## config.mk

```make
export PLATFORM = sky130hd
export DESIGN_NAME = mouse_event_queue
export DESIGN_NICKNAME = d
export VERILOG_FILES = /design/src/rtl/mouse_event_queue.sv
export SDC_FILE = /design/constraint.sdc
export NUM_CORES = 1
export LEC_CHECK = 0
export CAP_MARGIN = 10
export CORE_ASPECT_RATIO = 1.1
export CORE_MARGIN = 1.5
export CORE_UTILIZATION = 31
export CTS_CLUSTER_DIAMETER = 120
export DETAILED_ROUTE_END_ITERATION = 10
export PLACE_DENSITY = 0.52
export SYNTH_ARGS = -nofsm -noshare
export SYNTH_HDL_FRONTEND = slang
export SYNTH_SLANG_ARGS = --single-unit
export TNS_END_PERCENT = 20
```

## constraint.sdc

```tcl
create_clock -name clk -period 7.7 [get_ports clk]
set_clock_uncertainty 0.15 [all_clocks]
set_input_delay 1.155 -clock clk [delete_from_list [all_inputs] [get_ports clk]]
set_output_delay 1.155 -clock clk [all_outputs]
set_load 0.005 [all_outputs]
```

## src/rtl/mouse_event_queue.sv

```systemverilog
// mouse_event_queue: polls a PS/2 mouse register block and queues cursor/button change events.
// Optional macro MOUSE_BTN_EDGE_EN widens each event word with a 3-bit button-press field.
module mouse_event_queue #(
   parameter int POLL_DIV = 1000,
   parameter int DEPTH    = 8,
   localparam int AW      = $clog2(DEPTH),
`ifdef MOUSE_BTN_EDGE_EN
   localparam int EW      = 24
`else
   localparam int EW      = 21
`endif
) (
   input  logic          clk,
   input  logic          rst,
   input  logic [8:0]    m_data,
   output logic [1:0]    m_addr,
   output logic          m_cs,
   input  logic          poll_en,
   input  logic          pop,
   output logic [EW-1:0] evt,
   output logic          evt_valid,
   output logic          irq,
   output logic          overflow,
   output logic [AW:0]   count
);

   localparam int DW = $clog2(POLL_DIV);

   typedef enum logic [2:0] {IDLE, RD_STAT, RD_X, RD_Y, CMP} state_t;

   state_t        state;
   logic [DW-1:0] div;
   logic          tick;

   logic [2:0]    cap_btn;
   logic [8:0]    cap_x;
   logic [8:0]    cap_y;
   logic [2:0]    sh_btn;
   logic [8:0]    sh_x;
   logic [8:0]    sh_y;

   logic [AW:0]   wr_ptr;
   logic [AW:0]   rd_ptr;
   logic [EW-1:0] mem [DEPTH];
   logic [EW-1:0] evt_new;

   logic          changed;
   logic          full;
   logic          do_pop;
   logic          push_ok;

   assign tick = (div == DW'(POLL_DIV - 1));

`ifdef MOUSE_BTN_EDGE_EN
   logic [2:0] press;
   assign press   = cap_btn & ~sh_btn;
   assign evt_new = {press, cap_btn, cap_x, cap_y};
`else
   assign evt_new = {cap_btn, cap_x, cap_y};
`endif

   // Event generation and FIFO occupancy logic
   assign changed   = (state == CMP) &&
                      ({cap_btn, cap_x, cap_y} != {sh_btn, sh_x, sh_y});
   assign full      = (wr_ptr[AW] != rd_ptr[AW]) &&
                      (wr_ptr[AW-1:0] == rd_ptr[AW-1:0]);
   assign evt_valid = (wr_ptr != rd_ptr);
   assign do_pop    = pop && evt_valid;
   // A pop in the same cycle frees a slot, so a full FIFO can still accept.
   assign push_ok   = changed && (!full || do_pop);
   assign count     = wr_ptr - rd_ptr;
   assign evt       = mem[rd_ptr[AW-1:0]];

   always_ff @(posedge clk or posedge rst) begin
      if (rst) begin
         div      <= '0;
         state    <= IDLE;
         m_addr   <= 2'd0;
         m_cs     <= 1'b0;
         sh_btn   <= 3'd0;
         sh_x     <= 9'd204;
         sh_y     <= 9'd153;
         wr_ptr   <= '0;
         rd_ptr   <= '0;
         overflow <= 1'b0;
         irq      <= 1'b0;
      end else begin
         div <= tick ? '0 : div + DW'(1);
         irq <= evt_valid;
         if (do_pop)
            rd_ptr <= rd_ptr + (AW+1)'(1);
         if (push_ok)
            wr_ptr <= wr_ptr + (AW+1)'(1);

         case (state)
            IDLE: begin
               if (tick && poll_en) begin
                  state  <= RD_STAT;
                  m_cs   <= 1'b1;
                  m_addr <= 2'd0;
               end
            end
            RD_STAT: begin
               state  <= RD_X;
               m_addr <= 2'd1;
            end
            RD_X: begin
               state  <= RD_Y;
               m_addr <= 2'd2;
            end
            RD_Y: begin
               state  <= CMP;
               m_cs   <= 1'b0;
               m_addr <= 2'd0;
            end
            CMP: begin
               state  <= IDLE;
               // Shadow tracks the latest sample even when the event is dropped.
               sh_btn <= cap_btn;
               sh_x   <= cap_x;
               sh_y   <= cap_y;
               if (changed && !push_ok)
                  overflow <= 1'b1;
            end
            default: state <= IDLE;
         endcase
      end
   end

   // Each read state samples m_data at the end of its single cycle
   always_ff @(posedge clk) begin
      case (state)
         RD_STAT: cap_btn <= m_data[2:0];
         RD_X:    cap_x   <= m_data;
         RD_Y:    cap_y   <= m_data;
         default: ;
      endcase
      if (push_ok)
         mem[wr_ptr[AW-1:0]] <= evt_new;
   end

endmodule

```

==> results.py <==
metrics = {
    "worst_setup_path": {
        "end_kind": "output pin",
        "start_kind": "flop",
        "critPathKind": "flop to output pin",
        "cp_max_fo": 24,
        "crit_required_ps": 6390,
        "worstPathArrival_ps": 3580,
        "reg2reg_depth": 7,
        "slowest_stage": "dfrtp_1",
        "critical-path-max-stage-delay_ps": 930,
        "crit_chain": "inv_1 > ha_1 > a21oi_1 > xnor2_1 > clkdlybuf4s50_1",
    },
    "synth": {
        "synth_xor_area_share_pct": 3.57,
        "syn_area_sq_um": 9320,
        "syn_nets": 534,
        "yosys.area.top_type": "edfxtp_1",
        "syn_avg_cell_area_sq_um": 18.1,
        "syn_inst": 514,
        "yosysUniqueCellTypes": 39,
        "synth_commonest_cells": "edfxtp_1 (189), nand2_1 (73), mux4_2 (42)",
        "synthMuxAreaShare_pct": 13.0,
        "ys_seq_area_share_pct": 73.6,
        "synth.area.top_cells": "edfxtp_1 (61%), dfrtp_1 (10%), mux4_2 (10%)",
        "yosys_warnings": 0,
        "synth_compound_area_share_pct": 1.09,
        "synthFlopType": "edfxtp_1",
        "synth_top_family_by_area": "multiplexers",
        "synth_fa_ha_area_share_pct": 1.02,
        "async_flop_share_pct": 19.9,
        "synth_edf_count": 189,
        "synthMostInstantiatedCell": "edfxtp_1",
        "synth-simple-area-share_pct": 6.48,
        "post-synth-top-area-fraction_pct": 60.9,
        "ys_seq_elements": 236,
    },
    "drt": {
        "drtPass1Iterations": 4,
        "drc_errors": 0,
        "routed_wl_um": 18700,
        "post_drt_wl_per_cell_um": 19.4,
        "via_count": 4526,
        "dr.first_iter.drc_count": 259,
        "via_per_inst": 4.69,
        "antenna_left": 0,
    },
    "run_status": {
        "status": "complete, no violations",
    },
    "cts": {
        "clk_latency_ps": 520,
        "cts_buffer_depth": 3,
        "cts_tree": "done",
        "clock-sinks": 236,
        "cts_hold_buf": 0,
        "cts_setup_buffers": 0,
        "root_buffer": "clkbuf_16",
        "cts_resized": 0,
        "htreeDepth": 1,
        "cts_made_buffers": 25,
        "clk_pin_slew_worst_paths_ps": 70,
    },
    "placement": {
        "io_buffer_count": 43,
        "dpl.hpwl_um": 12100,
        "place_congestion": 0.736,
    },
    "timing": {
        "min_period_ps": 4880,
        "tightest_slew_ps": 1070,
        "hold_viol_final": 0,
        "grt_setup_unrepaired": "no",
        "fin_crit_sh_pct": 63.4,
        "setup_violations": 0,
        "setup_tns_ps": 0,
        "slew_headroom_pct": 28.7,
        "fmax_mhz": 205,
        "finalMaxSlewViolations": 0,
    },
    "finish": {
        "drive_gt1_share_pct": 22.7,
        "final_nets": 592,
        "insertedDiodeCount": 0,
        "syn_to_final_growth_pct": 18.8,
    },
    "global_route": {
        "busiest_layer": "met2",
        "met2_usage_pct": 20.7,
        "grt_pass1_vias": 4802,
        "grt_usage_pct": 12.3,
        "overflow": 0,
        "antenna_found_initial": 0,
        "grt_util_met3_pct": 1.97,
        "gr-usage-met1_pct": 16.8,
        "grt_max_degree": 48,
        "grt_pass1_wl_um": 28800,
    },
    "die": {
        "initial_core_util_pct": 31.5,
        "rows": 66,
        "dieArea_sq_um": 31100,
        "die_y_um": 185,
        "num_io_pins": 44,
        "coreArea_sq_um": 29600,
        "dieWidth_um": 168,
    },
    "power_and_ir_drop": {
        "power.total_mw": 3.42,
        "max-vdd-ir-drop_uv": 151,
        "power_density_nw_per_um2": 309,
        "leakage_nw": 3.83,
    },
    "min_path": {
        "min-delay-path-class": "flop to flop",
        "min_path_cells": 1,
    },
    "flow_run": {
        "drv_cap": 0,
    },
}
==> stage by stage <==
step                hold slack [ps]  cells  setup WS, ps  cell area (sq um)  util, %
finish                          336    965          2820              11100     37.5
global route                    348    965          2520              11100     37.5
CTS                             335    965          2690              11100     37.5
detailed placement              328    919          3060              10200     34.6
global placement                315    919          3210              10200     34.6
floorplan                       295    514          2870               9320        -
==> final timing paths <==
kind / to / start / slack (ps)
max: count[3] / rd_ptr[2] / 2820
min: rd_ptr[3] / rd_ptr[3] / 340
max reg2reg: mem[5][2] / rd_ptr[2] / 3280
min reg2reg: rd_ptr[3] / rd_ptr[3] / 340
max in group asynchronous: rd_ptr[0] / rst / 5650
min in group asynchronous: m_cs / rst / 1060
==> kinds of logic (layout without fill, tap and decap cells) <==
logic type               after synthesis  after routing
multiplexers                          65             65
XOR/XNOR                              38             38
flip-flops                           236            236
buffers and inverters                 29            106
adder cells (fa/ha/maj)                7              7
AO/OA/AOI/OAI                         16             16
AND/OR/NAND/NOR                      123            123
==> worst max-delay path: cells and delay by family (launching register included) <==
family	cells	cell delay, ps
AO/OA/AOI/OAI	1	200
buffers and inverters	2	1230
adder cells (fa/ha/maj)	1	560
flip-flops	1	930
XOR/XNOR	1	150
==> state kept, by name, indices dropped and copies added (netlist names) <==
register / cells
cap_btn: 3
m_addr: 2
cap_x: 9
sh_y: 9
state: 3
overflow: 1
cap_y: 9
rd_ptr: 4
m_cs: 1
irq: 1
sh_btn: 3
wr_ptr: 4
div: 10
sh_x: 9
mem: 168
==> layout make-up <==
class,instances,area [sq um]
Clock buffer,29,661
Clock inverter,17,186
Fill cell,2734,18500
Inverter,10,37.5
Multi-Input combinational cell,249,2370
Sequential cell,236,6860
Tap cell,374,468
Timing Repair Buffer,50,483
==> power by group <==
group / switching, mW / internal [mW] / total (mW) / leakage, nW
Sequential: 0.0258 / 1.38 / 1.40 / 2.27
Combinational: 0.369 / 0.435 / 0.804 / 1.15
Clock: 0.492 / 0.721 / 1.21 / 0.408
Total: 0.886 / 2.53 / 3.42 / 3.83
==> metal layers <==
| metal | vias up | routed length, um |
|---|---|---|
| met1 | 2334 | 8370 |
| met3 | 30 | 920 |
| met5 | - | 0 |
| met4 | 0 | 280 |
| li1 | 2075 | - |
| met2 | 87 | 9130 |
==> cell usage in the layout, fill, tap and decap left out, drive strengths merged, types with 2 or more instances in the layout <==
| cell type | n |
|---|---|
| clkbuf | 29 |
| nor3 | 2 |
| a21oi | 5 |
| clkinvlp | 3 |
| o21ai | 4 |
| nand2b | 2 |
| bufinv | 3 |
| mux4 | 42 |
| buf | 7 |
| nor2 | 14 |
| nand3 | 9 |
| edfxtp | 189 |
| ha | 6 |
| xor2 | 9 |
| inv | 11 |
| and2 | 2 |
| dfrtp | 39 |
| nand2 | 73 |
| xnor2 | 29 |
| nand4 | 5 |
| a211oi | 2 |
| clkinv | 10 |
| nor4 | 3 |
| and4 | 2 |
| dfstp | 8 |
| nor4b | 3 |
| clkdlybuf4s50 | 43 |
| mux2 | 23 |
| nor2b | 3 |
| and3 | 2 |
Note: power is estimated with default switching activity, not from simulation.
